--- src/rtl/fetch_pkg.sv ---
// Shared types for the line-buffered instruction fetch block.
package fetch_pkg;

  // Storage widths of a line-buffer entry; instance widths must not exceed these.
  localparam int unsigned FETCH_TAG_MAX_W  = 64;
  localparam int unsigned FETCH_DATA_MAX_W = 512;

  typedef enum logic [1:0] {
    IDLE = 2'd0,
    REQ  = 2'd1,
    WAIT = 2'd2
  } fetch_state_t;

  typedef struct packed {
    logic                        valid;
    logic [FETCH_TAG_MAX_W-1:0]  tag;
    logic [FETCH_DATA_MAX_W-1:0] data;
  } line_entry_t;

endpackage

--- src/rtl/fetch_line_lookup.sv ---
// Line-buffer tag compare and instruction select (purely combinational).
// With FETCH_PREFETCH_EN defined it also reports whether the next sequential line is present.
module fetch_line_lookup
  import fetch_pkg::*;
#(
  parameter int unsigned ADDR_WIDTH  = 64,
  parameter int unsigned LINE_BITS   = 512,
  parameter int unsigned NUM_LINES   = 2,
  parameter int unsigned INSTR_WIDTH = 32
) (
  input  line_entry_t             entries [NUM_LINES],
  input  logic [ADDR_WIDTH-1:0]   pc,
`ifdef FETCH_PREFETCH_EN
  output logic                    next_hit_c,
`endif
  output logic                    hit_c,
  output logic [INSTR_WIDTH-1:0]  instr_c
);

  localparam int unsigned LINE_BYTES = LINE_BITS / 8;
  localparam int unsigned OFF_W      = $clog2(LINE_BYTES);
  localparam logic [ADDR_WIDTH-1:0] OFF_MASK = ADDR_WIDTH'(LINE_BYTES - 1);

  logic [ADDR_WIDTH-1:0] line_addr;
  logic [OFF_W-1:0]      offset;
  logic [LINE_BITS-1:0]  sel_data;

  assign line_addr = pc & ~OFF_MASK;
  assign offset    = pc[OFF_W-1:0];

  // Match the PC's line against every valid entry; the lowest index wins.
  always_comb begin
    hit_c    = 1'b0;
    sel_data = '0;
    for (int i = int'(NUM_LINES) - 1; i >= 0; i--) begin
      if (entries[i].valid && (entries[i].tag[ADDR_WIDTH-1:0] == line_addr)) begin
        hit_c    = 1'b1;
        sel_data = entries[i].data[LINE_BITS-1:0];
      end
    end
  end

  // Byte offset within the line selects the instruction.
  assign instr_c = INSTR_WIDTH'(sel_data >> {offset, 3'b000});

`ifdef FETCH_PREFETCH_EN
  logic [ADDR_WIDTH-1:0] next_line;
  assign next_line = line_addr + ADDR_WIDTH'(LINE_BYTES);

  // Presence check for the sequential successor line.
  always_comb begin
    next_hit_c = 1'b0;
    for (int i = 0; i < int'(NUM_LINES); i++) begin
      if (entries[i].valid && (entries[i].tag[ADDR_WIDTH-1:0] == next_line)) begin
        next_hit_c = 1'b1;
      end
    end
  end
`endif

endmodule

--- src/rtl/pipeline_fetch_lb.sv ---
// Instruction fetch stage backed by a small round-robin line buffer.
// One memory line request may be outstanding at a time.
// Optional next-line prefetch: define FETCH_PREFETCH_EN.
module pipeline_fetch_lb
  import fetch_pkg::*;
#(
  parameter int unsigned           ADDR_WIDTH  = 64,
  parameter int unsigned           LINE_BITS   = 512,
  parameter int unsigned           NUM_LINES   = 2,
  parameter int unsigned           INSTR_WIDTH = 32,
  parameter logic [ADDR_WIDTH-1:0] RESET_PC    = '0
) (
  input  logic                   clk,
  input  logic                   reset,
  input  logic                   redirect_valid,
  input  logic [ADDR_WIDTH-1:0]  redirect_pc,
  input  logic                   flush,
  output logic                   out_valid,
  input  logic                   out_ready,
  output logic [INSTR_WIDTH-1:0] out_instr,
  output logic [ADDR_WIDTH-1:0]  out_pc,
  output logic                   mem_req_valid,
  input  logic                   mem_req_ready,
  output logic [ADDR_WIDTH-1:0]  mem_req_addr,
  input  logic                   mem_resp_valid,
  input  logic [LINE_BITS-1:0]   mem_resp_data
);

  localparam int unsigned LINE_BYTES  = LINE_BITS / 8;
  localparam int unsigned INSTR_BYTES = INSTR_WIDTH / 8;
  localparam int unsigned PTR_W       = (NUM_LINES > 1) ? $clog2(NUM_LINES) : 1;
  localparam logic [ADDR_WIDTH-1:0] OFF_MASK   = ADDR_WIDTH'(LINE_BYTES - 1);
  localparam logic [ADDR_WIDTH-1:0] ALIGN_MASK = ADDR_WIDTH'(INSTR_BYTES - 1);
  localparam logic [PTR_W-1:0]      PTR_LAST   = PTR_W'(NUM_LINES - 1);

  fetch_state_t          state, state_next;
  logic [ADDR_WIDTH-1:0] pc;
  logic [ADDR_WIDTH-1:0] req_addr, req_addr_next;
  logic [ADDR_WIDTH-1:0] line_addr;
  logic [PTR_W-1:0]      ptr;
  logic                  drop, drop_next;
  logic                  fill_c;
  logic                  hit_c;
  logic [INSTR_WIDTH-1:0] instr_c;
  line_entry_t           entries [NUM_LINES];

  assign line_addr = pc & ~OFF_MASK;

`ifdef FETCH_PREFETCH_EN
  logic                  next_hit_c;
  logic [ADDR_WIDTH-1:0] next_line;
  assign next_line = line_addr + ADDR_WIDTH'(LINE_BYTES);
`endif

  fetch_line_lookup #(
    .ADDR_WIDTH  (ADDR_WIDTH),
    .LINE_BITS   (LINE_BITS),
    .NUM_LINES   (NUM_LINES),
    .INSTR_WIDTH (INSTR_WIDTH)
  ) u_lookup (
    .entries    (entries),
    .pc         (pc),
`ifdef FETCH_PREFETCH_EN
    .next_hit_c (next_hit_c),
`endif
    .hit_c      (hit_c),
    .instr_c    (instr_c)
  );

  // A hit is presented unless the PC is being replaced or the buffer invalidated.
  assign out_valid     = hit_c && !redirect_valid && !flush;
  assign out_pc        = pc;
  assign out_instr     = instr_c;
  assign mem_req_valid = (state == REQ);
  assign mem_req_addr  = req_addr;

  // Next-state logic for the single-outstanding-request miss handler.
  always_comb begin
    state_next    = state;
    req_addr_next = req_addr;
    drop_next     = drop;
    fill_c        = 1'b0;
    case (state)
      IDLE: begin
        drop_next = 1'b0;
        // A redirecting PC is about to be replaced, so its miss is not worth fetching.
        if (!hit_c && !redirect_valid) begin
          state_next    = REQ;
          req_addr_next = line_addr;
        end
`ifdef FETCH_PREFETCH_EN
        else if (hit_c && !next_hit_c && !redirect_valid && !flush) begin
          state_next    = REQ;
          req_addr_next = next_line;
        end
`endif
      end
      REQ: begin
        if (mem_req_ready) begin
          state_next = WAIT;
        end
      end
      WAIT: begin
        if (mem_resp_valid) begin
          // Data fetched before a flush may be stale, so it is discarded.
          fill_c     = !drop && !flush;
          drop_next  = 1'b0;
          state_next = IDLE;
        end else if (flush) begin
          drop_next = 1'b1;
        end
      end
      default: state_next = IDLE;
    endcase
  end

  // Miss handler state register.
  always_ff @(posedge clk) begin
    if (reset) begin
      state    <= IDLE;
      req_addr <= '0;
      drop     <= 1'b0;
    end else begin
      state    <= state_next;
      req_addr <= req_addr_next;
      drop     <= drop_next;
    end
  end

  // Fetch PC: redirect beats sequential advance.
  always_ff @(posedge clk) begin
    if (reset) begin
      pc <= RESET_PC;
    end else if (redirect_valid) begin
      pc <= redirect_pc & ~ALIGN_MASK;
    end else if (out_valid && out_ready) begin
      pc <= pc + ADDR_WIDTH'(INSTR_BYTES);
    end
  end

  // Line buffer storage with round-robin replacement.
  always_ff @(posedge clk) begin
    if (reset) begin
      for (int i = 0; i < int'(NUM_LINES); i++) begin
        entries[i] <= '0;
      end
      ptr <= '0;
    end else if (flush) begin
      for (int i = 0; i < int'(NUM_LINES); i++) begin
        entries[i].valid <= 1'b0;
      end
    end else if (fill_c) begin
      entries[ptr].valid <= 1'b1;
      entries[ptr].tag   <= FETCH_TAG_MAX_W'(req_addr);
      entries[ptr].data  <= FETCH_DATA_MAX_W'(mem_resp_data);
      ptr                <= (ptr == PTR_LAST) ? '0 : ptr + PTR_W'(1);
    end
  end

endmodule
--- config.mk ---
export PLATFORM = sky130hd
export DESIGN_NAME = pipeline_fetch_lb
export DESIGN_NICKNAME = d
export VERILOG_FILES = /design/src/rtl/fetch_pkg.sv /design/src/rtl/fetch_line_lookup.sv /design/src/rtl/pipeline_fetch_lb.sv
export SDC_FILE = /design/constraint.sdc
export NUM_CORES = 2
export LEC_CHECK = 0
export CORE_MARGIN = 3
export CORE_UTILIZATION = 30
export CTS_CLUSTER_DIAMETER = 200
export DETAILED_ROUTE_END_ITERATION = 8
export GPL_ROUTABILITY_DRIVEN = 0
export PLACE_DENSITY = 0.61
export SLEW_MARGIN = 10
export SYNTH_ARGS = -nofsm -noshare
export SYNTH_HDL_FRONTEND = slang
export SYNTH_SLANG_ARGS = --single-unit
export TNS_END_PERCENT = 1
--- constraint.sdc ---
create_clock -name clk -period 6.6 [get_ports clk]
set_clock_uncertainty 0.15 [all_clocks]
set_input_delay 1.32 -clock clk [delete_from_list [all_inputs] [get_ports clk]]
set_output_delay 1.32 -clock clk [all_outputs]
set_load 0.05 [all_outputs]
# Word level (Yosys, flattened, before mapping)
# Cells that the tools add are included.
# word_totals
reg_bits	1280
inputBits	583
output_inout_bits	162
wordCells	73
# classes
addsub	2
n_lt_le_gt_ge	2
n_eq_ne	8
shift	1
muxes	25
bitwise	2
n_reduce_logical	21
# op_table
operator	count
1154-bit bitwise mux	3
577-bit demux with 1-bit select	3
512-bit two-way mux	3
577-bit two-way mux	1
576-bit two-way mux	1
512-bit by 9-bit right shift with 32-bit output	1
64-bit == test	2
64-bit two-way mux	2
64-bit by 3-bit adder with 64-bit output (second input constant)	1
1-bit logical AND	8
1-bit two-way mux	7
2-bit two-way mux	3
2-bit case mux with 3 select lines	1
2-bit AND reduction	3
1-bit logical NOT	4
2-bit inequality test (second input constant)	2
2-bit nonzero test	2
2-bit OR reduction	2
3-bit inequality test (second input constant)	1
3-bit AND reduction	1
2-bit by 1-bit == test with 1-bit output (second input constant)	1
2-bit == test (second input constant)	1
2-bit >= comparator (second input constant)	1
2-bit logical NOT	1
other kinds (6)	6

# Depth between registers and ports, before layout
# depth
ltp_word	9
depth_mapped	15
ltp_nobuf	9

# Hierarchy
# A second synthesis with hierarchy kept.
# hier_totals
hier_cells	9224
hier_area_um2	67139.4
# modules_own_cells
mod	n_inst	cells_per_inst	area_each_um2	seq_area_each_um2
pipeline_fetch_lb	1	5712	44547.7	25344.3
fetch_line_lookup	1	3512	22591.7	0.0

# Least setup slack after synthesis
# No wires, ideal clock.
# synth_timing
path_kind	register -> output
startpoint	reg pc[35], in the netlist out_pc[35]
endpoint	out out_instr[6]
arrival_ns	4.728
t_required_ns	5.130
slack_ns	0.402
stages_incl_launch_ff	12
n_path_buf	4
cell_sequence	dfxtp_1 buf_2 inv_1 a2111o_1 or4_1 nor4_4 a32oi_2 buf_4 or2_1 clkbuf_1 buf_2 o41ai_1
# synth_between
elab_chain_cells	5
elab_cells_between_ends	7
classes_between	2 x eq/ne; 1 x shift; 2 x mux; 2 x reduce/logical
# synth_rtl
item	line_no	source
start: declaration	pipeline_fetch_lb.sv:37	logic [ADDR_WIDTH-1:0] pc;
start signal: assignment	pipeline_fetch_lb.sv:135	pc <= redirect_pc & ~ALIGN_MASK;
start signal: assignment	pipeline_fetch_lb.sv:137	pc <= pc + ADDR_WIDTH'(INSTR_BYTES);
64-bit == test	fetch_line_lookup.sv:36	if (entries[i].valid && (entries[i].tag[ADDR_WIDTH-1:0] == line_addr)) begin
1-bit logical AND	fetch_line_lookup.sv:36	
512-bit two-way mux	fetch_line_lookup.sv:36	
512-bit two-way mux *	fetch_line_lookup.sv:36	
512-bit by 9-bit right shift with 32-bit output *	fetch_line_lookup.sv:44	assign instr_c = INSTR_WIDTH'(sel_data >> {offset, 3'b000});
end: declaration	pipeline_fetch_lb.sv:20	output logic [INSTR_WIDTH-1:0] out_instr,
# Every way passes the cells marked *; elsewhere a longest branch is shown, timed or not.

# Worst setup path after layout
# layout_timing
startpoint	reg pc[41], in the netlist out_pc[41]
endpoint	out out_instr[29]
# The elaborated chain is that of the path after synthesis.

==> results.py <==
metrics = {
    "power_and_ir_drop": {
        "p_leak_nw": 22.55,
        "vdd_drop_max_mv": 0.2815,
        "power_density_nw_per_um2": 252.9,
    },
    "clock_network": {
        "clk_pin_slew_worst_paths_ps": 70,
        "cts_root_buf": "clkbuf_16",
        "clock-sinks": 1266,
        "h-tree-depth": 4,
        "worst_skew_pair.late_latency_ps": 820,
        "cts.path.max_buffers": 3,
        "hold_buffers": 0,
        "cts_tree": "built",
        "cts_made_buffers": 145,
    },
    "final_layout": {
        "mostFrequentLayoutCells": "nand2_1 (2,994), dfxtp_1 (1,259), a21oi_1 (1,222)",
        "final_common_cell": "nand2_1",
        "design_area_sq_um": 70540,
        "fill_cells": 18140,
        "area_growth_pct": 30.02,
        "finalNetCount": 8483,
        "final_layout_size_suffix_gt1_share_pct": 8.125,
    },
    "logic_synthesis": {
        "netlist_top_cells_area": "dfxtp_1 (47%), nand2_1 (21%), a21oi_1 (11%)",
        "synth-seq-area-share_pct": 46.72,
        "syn_inst": 7388,
        "synth_edf_count": 0,
        "synth-main-ff-cell": "dfxtp_1",
        "yosys_warnings": 0,
        "synth_top_area_cell": "dfxtp_1",
        "ys_async_sr_fraction_pct": 0,
        "avgSynthCellArea_sq_um": 7.343,
        "ys_seq_elements": 1266,
        "netlist.area_leader.share_pct": 46.72,
        "syn_area_sq_um": 54250,
        "synth.distinct_cells": 67,
    },
    "floorplan": {
        "initial_core_util_pct": 30.31,
        "die_h_microns": 431.2,
        "die_x_microns": 431.2,
        "ioPinCount": 745,
        "die_area_sq_um": 186000,
        "coreArea_sq_um": 179000,
        "num_rows": 155,
    },
    "placed_design": {
        "portBuffers": 734,
        "post-dp-hpwl_microns": 173900,
        "place_area_sq_um": 65090,
    },
    "routing": {
        "drt_iter0_markers": 5698,
        "drc": 0,
        "num_vias": 54810,
        "firstDrtPassIters": 8,
        "wl_microns": 247300,
        "wl_per_cell_microns": 23.66,
        "vias_per_cell": 5.244,
        "postRouteAntennaNets": 0,
    },
    "global_routing": {
        "grt_max_degree": 209,
        "grt_pass1_wl_microns": 349500,
        "antenna_found_initial": 118,
        "global_route.usage.total_pct": 25.34,
        "overflow": 0,
        "grt_pass1_vias": 50250,
    },
    "setup_path": {
        "worst-r2r-setup-slack_ps": 1960,
        "path_max_fanout": 24,
        "crit_required_ps": 5130,
        "worstSetupPathType": "reg -> out",
        "cp-end-kind": "output port",
        "critPathLaunchType": "flip-flop",
        "rr_worst_depth": 11,
        "worstPathArrival_ps": 5080,
    },
    "timing": {
        "fin_tns_setup_ps": 0,
        "min_period_ps": 6554,
        "hold_viol": 0,
        "fin_crit_sh_pct": 99.30,
        "setup_viol": 0,
        "tightestPinTransition_ps": 1189,
        "fmaxAchievable_ghz": 0.1526,
        "rsz0062_at_grt": "true",
        "slew_viol_final": 0,
        "slew_headroom_pct": 20.73,
    },
    "status": {
        "status": "finished, final reports clean",
    },
    "min_path": {
        "hold_depth": 2,
        "hold_class": "reg -> reg",
    },
    "flow_run": {
        "drv_cap": 0,
    },
}
## report_power, final
group / switching, mW / internal [mW]
registers: 0.104 / 7.71
clock network: 3.60 / 4.88
logic: 0.936 / 0.612
total: 4.64 / 13.2
## final cells by class
cell class	count	area [sq um]	share of cell area (%)
well taps	2355	2947	4.177
repair buffers	991	10260	14.55
clock buffers	214	4278	6.065
inverters	28	106.4	0.1508
clock inverters	46	768.2	1.089
flip-flops and latches	1266	25360	35.95
diodes	84	210.2	0.2980
multi-input cells	5467	26600	37.72
## registers in the layout, indices dropped and copies added (netlist names)
name / count
entries: 1142
out_pc: 62
mem_req_addr: 58
state: 2
drop: 1
ptr: 1
## kinds of logic after synthesis
kind of cell / count (synthesis) / share of synthesized area, %
simple gates: 3634 / 26.82
flops: 1266 / 46.72
xor+xnor: 147 / 2.373
mux: 112 / 3.335
compound gates: 1565 / 15.90
buf+inv: 662 / 4.820
fa+ha+maj: 1 / 0.02306
other cells: 1 / 0.006913
## path summary, 6_finish.rpt
check,to,startpoint
worst min register to register,entries[116],entries[116]
worst max-delay path,out_instr[29],out_pc[41]
worst min-delay path,entries[116],entries[116]
worst max register to register,out_pc[46],out_pc[36]
## repair_timing
action,4_1_cts,5_1_grt
endpoints found under the setup margin,32,22
pin swaps,3,4
resized for setup,21,10
buffers inserted,0,0
## worst max-delay path: stages (launching register included)
cell      delay [ps]
dfxtp_1          500
nor2b_1           90
a2111o_1         390
or4_4            550
nor4_4           410
buf_4            220
and2_4           230
buf_12           260
buf_4            200
nand2_1           60
nand3_1          230
a32oi_4          220
buf_4            240
o32ai_1          240
buf_4            230
buf_12           150
## layer usage
metal | routed length [microns] | GRT usage, %
met4 | 20490 | 20.30
met5 | 103 | 0
met1 | 93450 | 30.02
met2 | 115300 | 40.28
met3 | 17950 | 4.660
## synth_stat cells (all sizes together), types with 2 or more instances
cell	count
nor3b	2
a32oi	55
inv	28
o211a	3
clkbuf	549
a21oi	1222
and4	2
and3	20
a31oi	53
a21boi	19
a22oi	6
a211oi	63
dfxtp	1266
or3	4
xor2	72
buf	85
xnor2	75
nor2	173
or2	5
o21ai	64
a2111o	4
nor4	20
nand2	2997
mux4	55
nor2b	19
and2	7
a22o	2
nand2b	7
a31o	13
mux2i	57
nand4	67
or4	8
nand3	284
nor3	15
o21a	3
o22ai	18
o32ai	16
o221ai	5
o2111ai	8
## metrics by stage
step | power, mW | hold slack, ps | worst slack [ps] | utilization (%) | std cells
2_1_floorplan | 8.555 | 282.6 | 402.4 | - | 7395
3_3_place_gp | 9.489 | 288.4 | -28.04 | 36.36 | 10110
3_5_place_dp | 9.494 | 294.2 | 5.517 | 36.36 | 10110
4_1_cts | 17.93 | 302.6 | -41.62 | 39.25 | 10370
5_1_grt | 18.30 | 316.0 | -73.71 | 39.39 | 10440
6_report | 17.84 | 300.4 | 46.02 | 39.41 | 10450
Note: power is estimated with default switching activity, not from simulation.
